==> src/rtl/hdmi_packet_pkg.sv <==
`default_nettype none
// ============================================================================
// Module   : hdmi_packet_pkg
// Purpose  : Shared types, constants and the BCH(64,56)/(32,24) step function
//            for the HDMI data-island packet path.
// Revision : 1.0 - initial release
// ============================================================================
package hdmi_packet_pkg;

    typedef logic [23:0] packet_header_t;
    typedef logic [55:0] subpacket_t;

    localparam logic [7:0] BCH_POLY_DEFAULT   = 8'h83;
    localparam int         PACKET_SLOT_CYCLES = 32;
    localparam int         HEADER_DATA_BITS   = 24;
    localparam int         SUB_DATA_BITS      = 56;

    // One right-shifting LFSR step of the BCH parity generator.
    function automatic logic [7:0] bch_step(input logic [7:0] ecc,
                                            input logic       d,
                                            input logic [7:0] poly);
        logic fb;
        fb = d ^ ecc[0];
        return (ecc >> 1) ^ (fb ? poly : 8'h00);
    endfunction

endpackage
`default_nettype wire

==> src/rtl/data_island_packet_serializer_bch_ecc_lane.sv <==
`default_nettype none
// ============================================================================
// Module   : bch_ecc_lane
// Purpose  : One serial lane: emits data bits then its own BCH parity bits.
// Revision : 1.0 - initial release
// ============================================================================
module bch_ecc_lane
    import hdmi_packet_pkg::*;
#(
    parameter int         BITS_PER_CYCLE = 1,
    parameter int         DATA_BITS      = HEADER_DATA_BITS,
    parameter logic [7:0] POLY           = BCH_POLY_DEFAULT
) (
    input  logic                      clk,
    input  logic                      rst,
    input  logic                      i_en,
    input  logic [4:0]                i_cycle,
    input  logic [DATA_BITS-1:0]      i_data,
    output logic [BITS_PER_CYCLE-1:0] o_bits
);

    localparam int         DATA_CYCLES   = DATA_BITS / BITS_PER_CYCLE;
    localparam logic [4:0] C_DATA_CYCLES = 5'(DATA_CYCLES);

    logic [7:0]  r_ecc;
    logic [7:0]  w_ecc_next;
    logic [63:0] w_data_ext;
    logic        w_is_data;

    always_comb begin
        w_data_ext = 64'(i_data);
        w_is_data  = (i_cycle < C_DATA_CYCLES);
        // Parity of the previous slot must never leak into cycle 0.
        w_ecc_next = (i_cycle == 5'd0) ? 8'h00 : r_ecc;
        o_bits     = '0;
        for (int k = 0; k < BITS_PER_CYCLE; k++) begin
            if (w_is_data) begin
                o_bits[k]  = w_data_ext[6'(32'(i_cycle) * BITS_PER_CYCLE + k)];
                w_ecc_next = bch_step(w_ecc_next, o_bits[k], POLY);
            end else begin
                o_bits[k]  = r_ecc[3'((32'(i_cycle) - DATA_CYCLES) * BITS_PER_CYCLE + k)];
            end
        end
    end

    always_ff @(posedge clk) begin
        if (rst || !i_en) begin
            r_ecc <= 8'h00;
        end else if (w_is_data) begin
            r_ecc <= w_ecc_next;
        end
    end

endmodule
`default_nettype wire

==> src/rtl/data_island_packet_serializer.sv <==
`default_nettype none
// ============================================================================
// Module   : data_island_packet_serializer
// Purpose  : Shadows one HDMI packet and serialises it with BCH parity into
//            9-bit TERC4 symbols over a 32-cycle data-island slot.
// Revision : 1.0 - initial release
// ============================================================================
module data_island_packet_serializer
    import hdmi_packet_pkg::*;
#(
    parameter logic [7:0] BCH_POLY    = BCH_POLY_DEFAULT,
    parameter int         SLOT_CYCLES = PACKET_SLOT_CYCLES
) (
    input  logic             clk_pixel,
    input  logic             reset,
    input  logic             data_island_period,
    input  logic [23:0]      header,
    input  logic [3:0][55:0] sub,
    output logic             packet_load,
    output logic [8:0]       packet_data,
    output logic             slot_start
);

    generate
        if (SLOT_CYCLES != 32) begin : g_bad_slot_cycles
            $error("data_island_packet_serializer: SLOT_CYCLES must be 32");
        end
    endgenerate

    logic [4:0]       r_counter;
    packet_header_t   r_header;
    subpacket_t [3:0] r_sub;
    logic             w_hdr_bit;
    logic [1:0]       w_sub_bits [4];
    logic [8:0]       w_symbol;

    // Idle keeps the shadow transparent so the first slot sees the last idle inputs.
    assign packet_load = !reset && (!data_island_period || (r_counter == 5'd31));

    always_ff @(posedge clk_pixel) begin
        if (reset || !data_island_period) begin
            r_counter <= 5'd0;
        end else begin
            r_counter <= r_counter + 5'd1;
        end
    end

    always_ff @(posedge clk_pixel) begin
        if (reset) begin
            r_header <= '0;
            r_sub    <= '0;
        end else if (packet_load) begin
            r_header <= header;
            r_sub    <= sub;
        end
    end

    bch_ecc_lane #(
        .BITS_PER_CYCLE (1),
        .DATA_BITS      (HEADER_DATA_BITS),
        .POLY           (BCH_POLY)
    ) u_hdr_lane (
        .clk     (clk_pixel),
        .rst     (reset),
        .i_en    (data_island_period),
        .i_cycle (r_counter),
        .i_data  (r_header),
        .o_bits  (w_hdr_bit)
    );

    generate
        for (genvar gi = 0; gi < 4; gi++) begin : g_sub_lane
            bch_ecc_lane #(
                .BITS_PER_CYCLE (2),
                .DATA_BITS      (SUB_DATA_BITS),
                .POLY           (BCH_POLY)
            ) u_sub_lane (
                .clk     (clk_pixel),
                .rst     (reset),
                .i_en    (data_island_period),
                .i_cycle (r_counter),
                .i_data  (r_sub[gi]),
                .o_bits  (w_sub_bits[gi])
            );
        end
    endgenerate

    always_comb begin
        w_symbol    = 9'd0;
        w_symbol[0] = w_hdr_bit;
        for (int i = 0; i < 4; i++) begin
            w_symbol[1 + i] = w_sub_bits[i][0];
            w_symbol[5 + i] = w_sub_bits[i][1];
        end
    end

    always_ff @(posedge clk_pixel) begin
        if (reset || !data_island_period) begin
            packet_data <= 9'd0;
            slot_start  <= 1'b0;
        end else begin
            packet_data <= w_symbol;
            slot_start  <= (r_counter == 5'd0);
        end
    end

endmodule
`default_nettype wire

==> config.mk <==
export PLATFORM = sky130hd
export DESIGN_NAME = data_island_packet_serializer
export DESIGN_NICKNAME = d
export VERILOG_FILES = /design/src/rtl/hdmi_packet_pkg.sv /design/src/rtl/data_island_packet_serializer_bch_ecc_lane.sv /design/src/rtl/data_island_packet_serializer.sv
export SDC_FILE = /design/constraint.sdc
export NUM_CORES = 1
export LEC_CHECK = 0
export BUFFER_PORTS_ARGS = -buffer_cell sky130_fd_sc_hd__buf_2
export CAP_MARGIN = 20
export CORE_ASPECT_RATIO = 0.6
export CORE_MARGIN = 8
export CORE_UTILIZATION = 45
export DETAILED_ROUTE_END_ITERATION = 8
export MAX_ROUTING_LAYER = met4
export PLACE_DENSITY = 0.67
export SYNTH_ARGS = -nofsm -noshare
export SYNTH_HDL_FRONTEND = slang
export SYNTH_HIERARCHICAL = 1
export SYNTH_SLANG_ARGS = --single-unit
==> constraint.sdc <==
create_clock -name clk_pixel -period 3.25 [get_ports clk_pixel]
set_input_delay 0.65 -clock clk_pixel [delete_from_list [all_inputs] [get_ports clk_pixel]]
set_output_delay 0.65 -clock clk_pixel [all_outputs]
set_load 0.02 [all_outputs]
==> results of run 1 <==
==> kinds of logic (layout without fill, tap and decap cells) <==
logic type               Yosys count  count (layout)  share of synthesized area, %
XOR/XNOR                          24              24                          1.79
AND/OR/NAND/NOR                  722             722                          22.9
flip-flops                       303             303                          38.7
adder cells (fa/ha/maj)            3               3                         0.239
AO/OA/AOI/OAI                    364             364                          18.3
other                              0               6                             0
buffers and inverters            145             361                          7.04
multiplexers                      98              98                          11.1
==> routing by layer <==
layer  up-vias  GRT usage (%)  share of wire, %
met5         -              -                 0
met4         0           4.74               2.1
met3        64           3.10               3.9
met2       269           31.1                46
met1      5965           28.0                48
li1       6084              -                 -
==> stage by stage <==
step | hold WS [ps] | power [mW] | util [%]
final | 324 | 8.59 | 51.8
after detailed placement | 440 | 5.18 | 48.8
after global routing | 299 | 8.97 | 51.8
after global placement | 437 | 5.16 | 48.8
after CTS | 292 | 8.69 | 51.7
after floorplan | 427 | 4.89 | -
==> sequential cells by signal (all words and copies together), names as in the netlist <==
register and flops:
u_hdr_lane/r_ecc 8, packet_data 9, r_sub 224, g_sub_lane.u_sub_lane/r_ecc 32, r_header 24, slot_start 1, r_counter 5
==> path summary, 6_finish.rpt <==
path	start	slack [ps]	cells past startpoint	endpoint
setup / recovery	r_counter[0]	190	6	packet_load
hold / removal	sub[55]	320	3	r_sub[55]
setup reg to reg	r_counter[2]	490	8	g_sub_lane[2].u_sub_lane/r_ecc[1]
hold reg to reg	r_header[16]	440	2	r_header[16]
==> cells in the final DEF (no fill, tap or decap), drive strengths merged, types with 16 or more instances in the layout <==
cell | netlist | final
nand2 | 557 | 557
dfxtp | 303 | 303
buf | 107 | 295
a21oi | 284 | 284
mux4 | 56 | 56
clkbuf | 25 | 39
nand3 | 37 | 37
mux2i | 35 | 35
nor2 | 24 | 24
and2 | 21 | 21
nor2b | 17 | 17
o21ai | 16 | 16
==> critical path: cells and delay by family, from the launching register on <==
kind                     cells  cell delay (ps)
buffers and inverters        1              190
flip-flops                   1              680
AND/OR/NAND/NOR              3              520
adder cells (fa/ha/maj)      2              430
==> power breakdown <==
group / switching [mW] / internal, mW
clock: 1.50 / 1.99
combinational: 0.578 / 0.480
sequential: 0.144 / 3.90
total: 2.22 / 6.37
==> what timing repair did <==
item                                    CTS  global route
gates cloned                              0             0
hold buffers                              0             0
endpoints found under the setup margin    1             1
buffers inserted                          1             1
==> layout make-up <==
| type | instances | area [um2] | share of cell area (%) |
|---|---|---|---|
| inverter | 13 | 48.8 | 0.272 |
| antenna | 6 | 15.0 | 0.0836 |
| clock inverter | 14 | 154 | 0.857 |
| tap | 467 | 584 | 3.26 |
| clock buffer | 39 | 813 | 4.53 |
| multi-input combinational | 1211 | 8530 | 47.5 |
| timing repair buffer | 295 | 1720 | 9.61 |
| sequential | 303 | 6080 | 33.9 |
==> impl_metrics.csv, run 1 <==
group,metric,value,unit
run_status,status,"complete, no violations",
timing,slew_viol_final,0,
timing,max_freq,0.327,GHz
timing,setup_viol,0,
route,post-route-drc-count,0,
worst_setup_path,critPathCaptureType,"primary output",
flow_run,cap_violations,0,
worst_setup_path,cp.required,2600,ps
synth,syn_area_per_cell,9.46,um2
clock_network,numCtsBuffers,29,
timing,timing.final.crit_period,3060,ps
worst_setup_path,crit_arrival,2410,ps
timing,relSlewSlack,30.0,%
placed_design,port_buffers,261,
floorplanning,core_area,34700,um2
synth,yosysTopAreaCell,"dfxtp_1",
route,vias_per_cell,5.27,
synth,synth_flop_cell,"dfxtp_1",
worst_hold_path,min_path_type,"in2reg",
global_route,grt_pass1_vias,12732,
synth,synth-edff-count,0,
clock_network,cts_max_path_buffers,3,
timing,finalCritPeriodShare,94.1,%
timing,setup_ws,192,ps
synth,yosysMostFrequentCell,"nand2_1",
timing,grt_setup_unrepaired,"no",
worst_setup_path,cp-start-kind,"flip-flop",
floorplanning,initial_core_util,45.3,%
placed_design,pre_cts_slack,336,ps
clock_network,root_buffer,"clkbuf_16",
layout,finalNonFillerCells,2348,
clock_network,clkSinkCount,303,
synth,yosys_register_bits,303,
synth,yosysTopAreaCellShare,38.7,%
floorplanning,io_pins,262,
worst_setup_path,cp_slowest_cell,"dfxtp_4",
global_route,grt_max_degree,89,
synth,yosysWarnings,6,
placed_design,place_area,16900,um2
route,drt-initial-drc-count,730,
global_route,grt_first_pass_wirelength,68100,um
synth,synthArstFlopShare,0,%
worst_setup_path,crit_chain,"ha_1 > and3_1 > ha_1 > and2b_4 > nor2_1 > buf_2",
floorplanning,die-width,257,um
global_route,grt_use_total,20.3,%
synth,syn_area,15700,um2
layout,nFillCells,3224,
placed_design,gp_congestion,0.868,
worst_setup_path,critical_path_class,"reg2out",
route,drt-total-wl,42000,um
timing,tns,0,ps
route,firstDrtPassIters,5,
power_and_ir_drop,pwr_density_cell,479,nW/um2
synth,ys_seq_area_share,38.7,%
synth,synth_area_leaders,"dfxtp_1 (39%), a21oi_2 (11%), nand2_1 (8.5%)",
power_and_ir_drop,max-vdd-ir-drop,346,uV
clock_network,ctsResizeCount,0,
timing,hold_viol_final,0,
clock_network,cts_tree,"done",
clock_network,clkTransAtPathRegs,70,ps
layout,drive_above_1_share,44.6,%
floorplanning,die_area,41300,um2
floorplanning,die_y,161,um
synth,ys_top_cells_by_count,"nand2_1 (357), dfxtp_1 (303), a21oi_2 (200), nand2_2 (200), a21oi_1 (84)",
synth,syn_inst,1659,
timing,worst_slew_pin_slew,1050,ps
synth,syn_nets,1913,
timing,skew,11.3,ps
placed_design,dp_hpwl,29700,um
clock_network,clock_latency,570,ps
route,drtAntennaViolNets,0,
layout,fin_area,17900,um2
synth,synth.lib_cells_used.distinct,69,
route,wire_per_inst,17.9,um
route,num_vias,12382,
worst_setup_path,critPathMaxStageDelay,680,ps
layout,fin_nets,2107,
clock_network,htree_levels,1,
floorplanning,num_rows,53,
global_route,grt_antenna_before_repair,8,
placed_design,numPlacedInstances,2287,
layout,area_delta_synth_final,14.4,%
worst_setup_path,crit_fanout,21,
power_and_ir_drop,p_leak,6.80,nW
global_route,grt.overflow.total,0,
worst_setup_path,critPathMostFrequentCell,"ha_1",
Note: power is estimated with default switching activity, not from simulation.
==> run 2, diff against run 1 <==
ABC_AREA = 1   (was unset)
SETUP_SLACK_MARGIN = 0.02   (was unset)
==> run 2 against run 1 <==
Effect of this change: synthesized cell count is 38% higher; critical path depth unchanged; clock skew about the same; synthesized area decreased by 3.1%; clock-buffer cell count decreased by 1; sequential power about the same; critical path type unchanged; routed wire length rose by 12%; highest routed layer unchanged.
==> impl_metrics.csv, run 2 <==
group,metric,value,unit
layout,final_common_cell,"nand2_1",
timing,setup_viol,0,
route,num_vias,15511,
layout,drive_above_1_share,16.5,%
global_route,grt_antenna_before_repair,1,
floorplanning,die_y,158,um
layout,multi_input_comb_area,7400,um2
worst_setup_path,crit_fanout,16,
layout,top_regs,"r_sub x224, g_sub_lane.u_sub_lane/r_ecc x32, r_header x24",
worst_setup_path,reg2reg_slack,710,ps
synth,synth_flop_cell,"dfxtp_1",
synth,syn_area_per_cell,6.63,um2
worst_setup_path,cp.required,2600,ps
clock_network,cts_max_path_buffers,3,
clock_network,clkTransAtPathRegs,70,ps
clock_network,root_buffer,"clkbuf_16",
synth,synth.lib_cells_used.distinct,40,
timing,timing.final.crit_period,3050,ps
timing,hold_ws,313,ps
run_status,status,"complete, no violations",
layout,area_delta_synth_final,15.5,%
floorplanning,initial_core_util,45.4,%
synth,syn_inst,2294,
worst_hold_path,worstHoldStart,"sub[8]",
timing,max_freq,0.328,GHz
synth,yosysTopAreaCell,"dfxtp_1",
power_and_ir_drop,p_comb_share,12.7,%
layout,regArea,6070,um2
route,post-route-drc-count,0,
layout,layout_common_cells,"nand2_1 (585), nand3_1 (317), dfxtp_1 (300)",
clock_network,numCtsBuffers,30,
worst_hold_path,min_path_type,"in2reg",
floorplanning,die-width,253,um
global_route,grt_first_pass_wirelength,75700,um
synth,yosys_register_bits,303,
flow_run,cap_violations,0,
route,drtAntennaViolNets,0,
global_route,grt_max_degree,189,
route,wire_per_inst,16.0,um
power_and_ir_drop,p_sw_share,26.3,%
power_and_ir_drop,intPower,6.68,mW
synth,synthArstFlopShare,0,%
layout,largest_register,"r_sub",
power_and_ir_drop,clock_power_share,42.7,%
route,drt-total-wl,47200,um
floorplanning,die_area,40100,um2
worst_hold_path,hold_path_depth,3,
synth,synth_area_leaders,"dfxtp_1 (40%), nand2_1 (14%), nand3_1 (10%)",
global_route,grt.overflow.total,0,
synth,yosysWarnings,6,
synth,yosysTopAreaCellShare,39.9,%
worst_setup_path,critical_path_class,"reg2out",
synth,syn_area,15200,um2
synth,syn_nets,2548,
clock_network,clkSinkCount,303,
timing,relSlewSlack,40.3,%
worst_setup_path,crit-reg2reg-launch,"r_counter[4]",
placed_design,port_buffers,261,
placed_design,dp_hpwl,32100,um
timing,grt_setup_unrepaired,"no",
route,drt-initial-drc-count,1375,
synth,synth-edff-count,0,
route,vias_per_cell,5.27,
synth,ys_seq_area_share,39.9,%
worst_setup_path,rr_worst_depth,10,
power_and_ir_drop,power_frac_seq,44.6,%
worst_setup_path,critPathCaptureType,"primary output",
clock_network,htree_levels,1,
placed_design,gp_congestion,0.905,
worst_setup_path,cp-start-kind,"flip-flop",
timing,worst_slew_pin_slew,895,ps
synth,yosysMostFrequentCell,"nand2_1",
floorplanning,core_area,33500,um2
floorplanning,num_rows,52,
timing,slew_viol_final,0,
power_and_ir_drop,max-vdd-ir-drop,386,uV
power_and_ir_drop,p_leak,8.17,nW
layout,fin_nets,2718,
worst_setup_path,crit_arrival,2400,ps
global_route,grt_pass1_vias,14662,
layout,nFillCells,3446,
timing,finalCritPeriodShare,93.8,%
timing,skew,11.0,ps
timing,tns,0,ps
global_route,grt_use_total,23.1,%
worst_setup_path,reg2reg_to,"g_sub_lane[0].u_sub_lane/r_ecc[0]",
timing,hold_viol_final,0,
route,firstDrtPassIters,5,
power_and_ir_drop,pwr_density_cell,516,nW/um2
power_and_ir_drop,p_switching,2.39,mW
floorplanning,io_pins,262,
worst_hold_path,worstHoldEndpoint,"r_sub[8]",
layout,largest_reg_flops,224,
clock_network,clock_latency,570,ps
synth,ys_top_cells_by_count,"nand2_1 (585), nand3_1 (317), dfxtp_1 (303), nor2_1 (262), a21oi_1 (234)",
clock_network,cts_tree,"done",
run 2: cell types whose count changed after synthesis, moves of 35 or more:
cell and change:
mux4_2 -43, nand2_1 +228, a21oi_1 +150, o21ai_0 +61, nand2_2 -180, inv_1 +180, mux2i_1 -35, o21ai_1 +35
nand3_1 +280, a21oi_2 -200, nor2_1 +239
run 2: worst max-delay path: stages, from the launching register on:
cell and delay, ps:
dfxtp_1 880, ha_1 350, inv_6 60, nand2_8 70, nand2_2 190, inv_1 100
buf_2 160
run 2: per-layer routing:
layer / GRT usage (%) / share of wire (%) / vias up / wire length (um)
li1: - / - / 7722 / -
met2: 33.9 / 43 / 459 / 20300
met4: 4.29 / 1.6 / 0 / 765
met1: 33.9 / 50 / 7268 / 23600
met3: 2.90 / 5.4 / 62 / 2560
met5: - / 0 / - / 0
run 2: how the worst max path moves through the flow:
stage / slack, ps / endpoint / start
floorplan: 740 / packet_load / r_counter[1]
global placement: 770 / g_sub_lane[0].u_sub_lane/r_ecc[0] / r_counter[0]
detailed placement: 710 / g_sub_lane[0].u_sub_lane/r_ecc[0] / r_counter[0]
CTS: 150 / packet_load / r_counter[0]
global route: 80 / packet_load / r_counter[0]
finish: 200 / packet_load / r_counter[4]
run 2: cell families (layout without fill, tap and decap cells):
| logic type | count (synthesis) | count (layout) | share of synthesized area [%] |
|---|---|---|---|
| buf+inv | 363 | 555 | 11.4 |
| simple gates | 1227 | 1227 | 34.5 |
| xor+xnor | 4 | 4 | 0.230 |
| flops | 303 | 303 | 39.9 |
| other cells | 0 | 1 | 0 |
| compound gates | 394 | 394 | 13.7 |
| fa+ha+maj | 3 | 3 | 0.247 |
run 2: final cells by class:
cell class	count	share of cell area, %
multi-input cells	1628	42.2
inverters	212	4.63
clock inverters	16	1.35
repair buffers	289	9.11
diodes	1	0.0143
clock buffers	38	4.85
well taps	459	3.27
flip-flops and latches	303	34.6
run 2: power groups by stage:
stage	Combinational [mW]	Sequential [mW]	Clock [mW]
floorplan	0.814	4.09	0
global placement	1.12	4.12	0
detailed placement	1.14	4.13	0
CTS	1.14	4.05	3.93
global route	1.30	4.07	4.09
finish	1.15	4.05	3.87
run 2: what timing repair did:
item,CTS,global route
endpoints found under the hold margin,0,0
buffers inserted,0,2
setup endpoints to repair,0,1
hold buffers,0,0
gates resized for setup,0,0
run 2: through the flow:
| step | std cells | instance area (um2) | utilization, % | power [mW] | setup WS (ps) |
|---|---|---|---|---|---|
| 3_5_place_dp | 2889 | 16400 | 49.1 | 5.27 | 707 |
| 2_1_floorplan | 2294 | 15200 | - | 4.91 | 737 |
| 5_1_grt | 2946 | 17600 | 52.4 | 9.46 | 75.9 |
| 6_report | 2946 | 17600 | 52.4 | 9.07 | 200 |
| 4_1_cts | 2943 | 17500 | 52.3 | 9.12 | 147 |
| 3_3_place_gp | 2889 | 16400 | 49.1 | 5.24 | 765 |
==> run 3, diff against run 2 <==
PLACE_DENSITY = 0.68   (was 0.67)
SYNTH_HIERARCHICAL = unset   (was 1)
==> run 3 against run 2 <==
Effect of this change: synthesized area decreased by 9.6%; utilization increased by 1.4 points; clock skew increased by 2.5 ps.
==> impl_metrics.csv, run 3 <==
group,metric,value,unit
synth,synth_area_leaders,"dfxtp_1 (44%), o21ai_0 (14%), nor2_1 (8.6%)",
clock_network,post-cts-setup-buffers,0,
worst_setup_path,critical_path_class,"reg2reg",
global_route,grtUsageMet1,35.4,%
timing,setup_viol,0,
timing,finalCritPeriodShare,86.8,%
synth,syn_area_per_cell,6.83,um2
synth,syn_area,13700,um2
timing,relSlewSlack,34.9,%
placed_design,port_buffers,261,
layout,regArea,6070,um2
clock_network,htree_levels,1,
global_route,grt_antenna_before_repair,5,
worst_setup_path,cp.required,3760,ps
synth,synth_xor_area_share,0.319,%
clock_network,root_buffer,"clkbuf_16",
layout,largest_register,"r_sub",
layout,area_delta_synth_final,17.4,%
power_and_ir_drop,p_leak,7.23,nW
floorplanning,die-width,242,um
clock_network,ctsResizeCount,0,
global_route,grt_max_degree,216,
synth,yosys_register_bits,303,
clock_network,ctsHoldBuffers,0,
layout,fin_nets,2433,
timing,grt_setup_unrepaired,"no",
layout,nFillCells,2987,
timing,slew_viol_final,0,
placed_design,dp_hpwl,32400,um
layout,layout_common_cells,"o21ai_0 (378), nor2_1 (311), dfxtp_1 (301)",
worst_hold_path,min_path_type,"in2reg",
synth,yosysWarnings,0,
layout,multi_input_comb_area,6310,um2
synth,synth_flop_cell,"dfxtp_1",
synth,yosysTopAreaCellShare,44.2,%
floorplanning,num_rows,49,
synth,muxShareOfSynthArea,0,%
layout,fin_area,16100,um2
route,drt-initial-drc-count,1454,
synth,synthSimpleGateAreaFrac,21.1,%
worst_setup_path,critPathCaptureType,"flip-flop",
worst_setup_path,crit_fanout,38,
synth,synth_top_family_by_area,"compound AO/OA/AOI/OAI gates",
floorplanning,io_pins,262,
synth,synth-edff-count,0,
timing,hold_viol_final,0,
synth,synthArstFlopShare,0,%
floorplanning,initial_core_util,45.8,%
worst_setup_path,crit_arrival,3330,ps
clock_network,clock_latency,570,ps
clock_network,clkTransAtPathRegs,70,ps
floorplanning,die_y,151,um
synth,ys_seq_area_share,44.2,%
synth,synthAdderAreaFrac,0.273,%
timing,worst_slew_pin_slew,975,ps
power_and_ir_drop,max-vdd-ir-drop,420,uV
global_route,grt_pass1_vias,13076,
timing,skew,13.4,ps
clock_network,cts_max_path_buffers,3,
route,num_vias,13776,
route,wire_per_inst,17.6,um
route,post-route-drc-count,0,
layout,largest_reg_flops,224,
route,drtAntennaViolNets,0,
global_route,grtUsageMet3,4.70,%
layout,drive_above_1_share,16.3,%
timing,tns,0,ps
flow_run,cap_violations,0,
floorplanning,core_area,30000,um2
global_route,grt_first_pass_wirelength,72000,um
clock_network,numCtsBuffers,29,
layout,top_regs,"r_sub x224, g_sub_lane.u_sub_lane.r_ecc x32, r_header x24",
worst_setup_path,cp-start-kind,"flip-flop",
global_route,grt.overflow.total,0,
timing,timing.final.crit_period,2820,ps
layout,post-route-util,53.8,%
placed_design,place_area,15100,um2
placed_design,gp_congestion,0.880,
synth,ys_top_cells_by_count,"o21ai_0 (378), nor2_1 (314), dfxtp_1 (303), nand2_1 (272), a21oi_1 (235)",
layout,final_common_cell,"o21ai_0",
synth,yosysMostFrequentCell,"o21ai_0",
synth,synth.lib_cells_used.distinct,32,
run_status,status,"complete, no violations",
synth,syn_inst,2012,
synth,syn_nets,2266,
floorplanning,die_area,36500,um2
clock_network,clkSinkCount,303,
global_route,met2_usage,36.4,%
timing,max_freq,0.354,GHz
route,firstDrtPassIters,7,
route,drt-total-wl,46100,um
worst_setup_path,reg2reg_slack,430,ps
route,vias_per_cell,5.27,
power_and_ir_drop,pwr_density_cell,539,nW/um2
clock_network,cts_tree,"done",
synth,synth_compound_area_share,24.2,%
synth,yosysTopAreaCell,"dfxtp_1",
global_route,grt_busiest_layer,"met2",
global_route,grt_use_total,24.9,%
## run 3: logic make-up (layout without fill, tap and decap cells)
logic type                 Yosys count  in the layout
buffers and inverters              331            521
and+or+nand+nor                    719            719
DFF                                303            303
other                                0              6
AOI/OAI and AO/OA                  651            651
adders and majority gates            3              3
xor gates and xnor gates             5              5
## run 3: final timing paths
kind | start | end | depth (start not counted)
worst max-delay path | r_counter[1] | g_sub_lane[3].u_sub_lane.r_ecc[1] | 16
worst min-delay path | sub[73] | r_sub[73] | 3
worst max register to register | r_counter[1] | g_sub_lane[3].u_sub_lane.r_ecc[1] | 16
worst min register to register | r_sub[162] | r_sub[162] | 2
## run 3: layer usage
layer  part of all wire (%)  routed length, um
met1                     48              22000
met2                     42              19200
met3                    8.7               4000
met4                    2.0                907
met5                      0                  0
## run 3: worst max-delay path, cell delays in order (launching register included)
cell     delay (ps)
dfxtp_4         520
inv_2           230
ha_1            240
nand3_1          70
buf_4           380
inv_1           230
nor2_1          220
inv_1            70
nand3_1         100
nand2_1          60
nand2_1          70
nand3_1         110
nand2_1         100
nand2_1          70
nor2_1          130
nor2_1           50
nor2_1           70
## run 3: final cells by class
cell class | count | share of cell area [%]
clock inverter | 13 | 0.761
inverter | 179 | 4.22
timing repair buffer | 288 | 9.75
multi-input combinational | 1378 | 39.1
antenna | 6 | 0.0931
tap | 408 | 3.17
sequential | 303 | 37.7
clock buffer | 41 | 5.22
## run 3: report_power, final
group,internal [mW],switching (mW)
Sequential,3.95,0.107
Combinational,0.428,0.760
Clock,1.96,1.48
Total,6.34,2.35
## run 3: metrics by stage
stage	instances	hold WS (ps)	setup slack [ps]	power, mW
floorplan	2012	420	528	4.89
global placement	2556	431	547	5.28
detailed placement	2556	441	517	5.31
CTS	2610	323	472	8.72
global route	2612	338	161	9.07
finish	2616	342	427	8.69
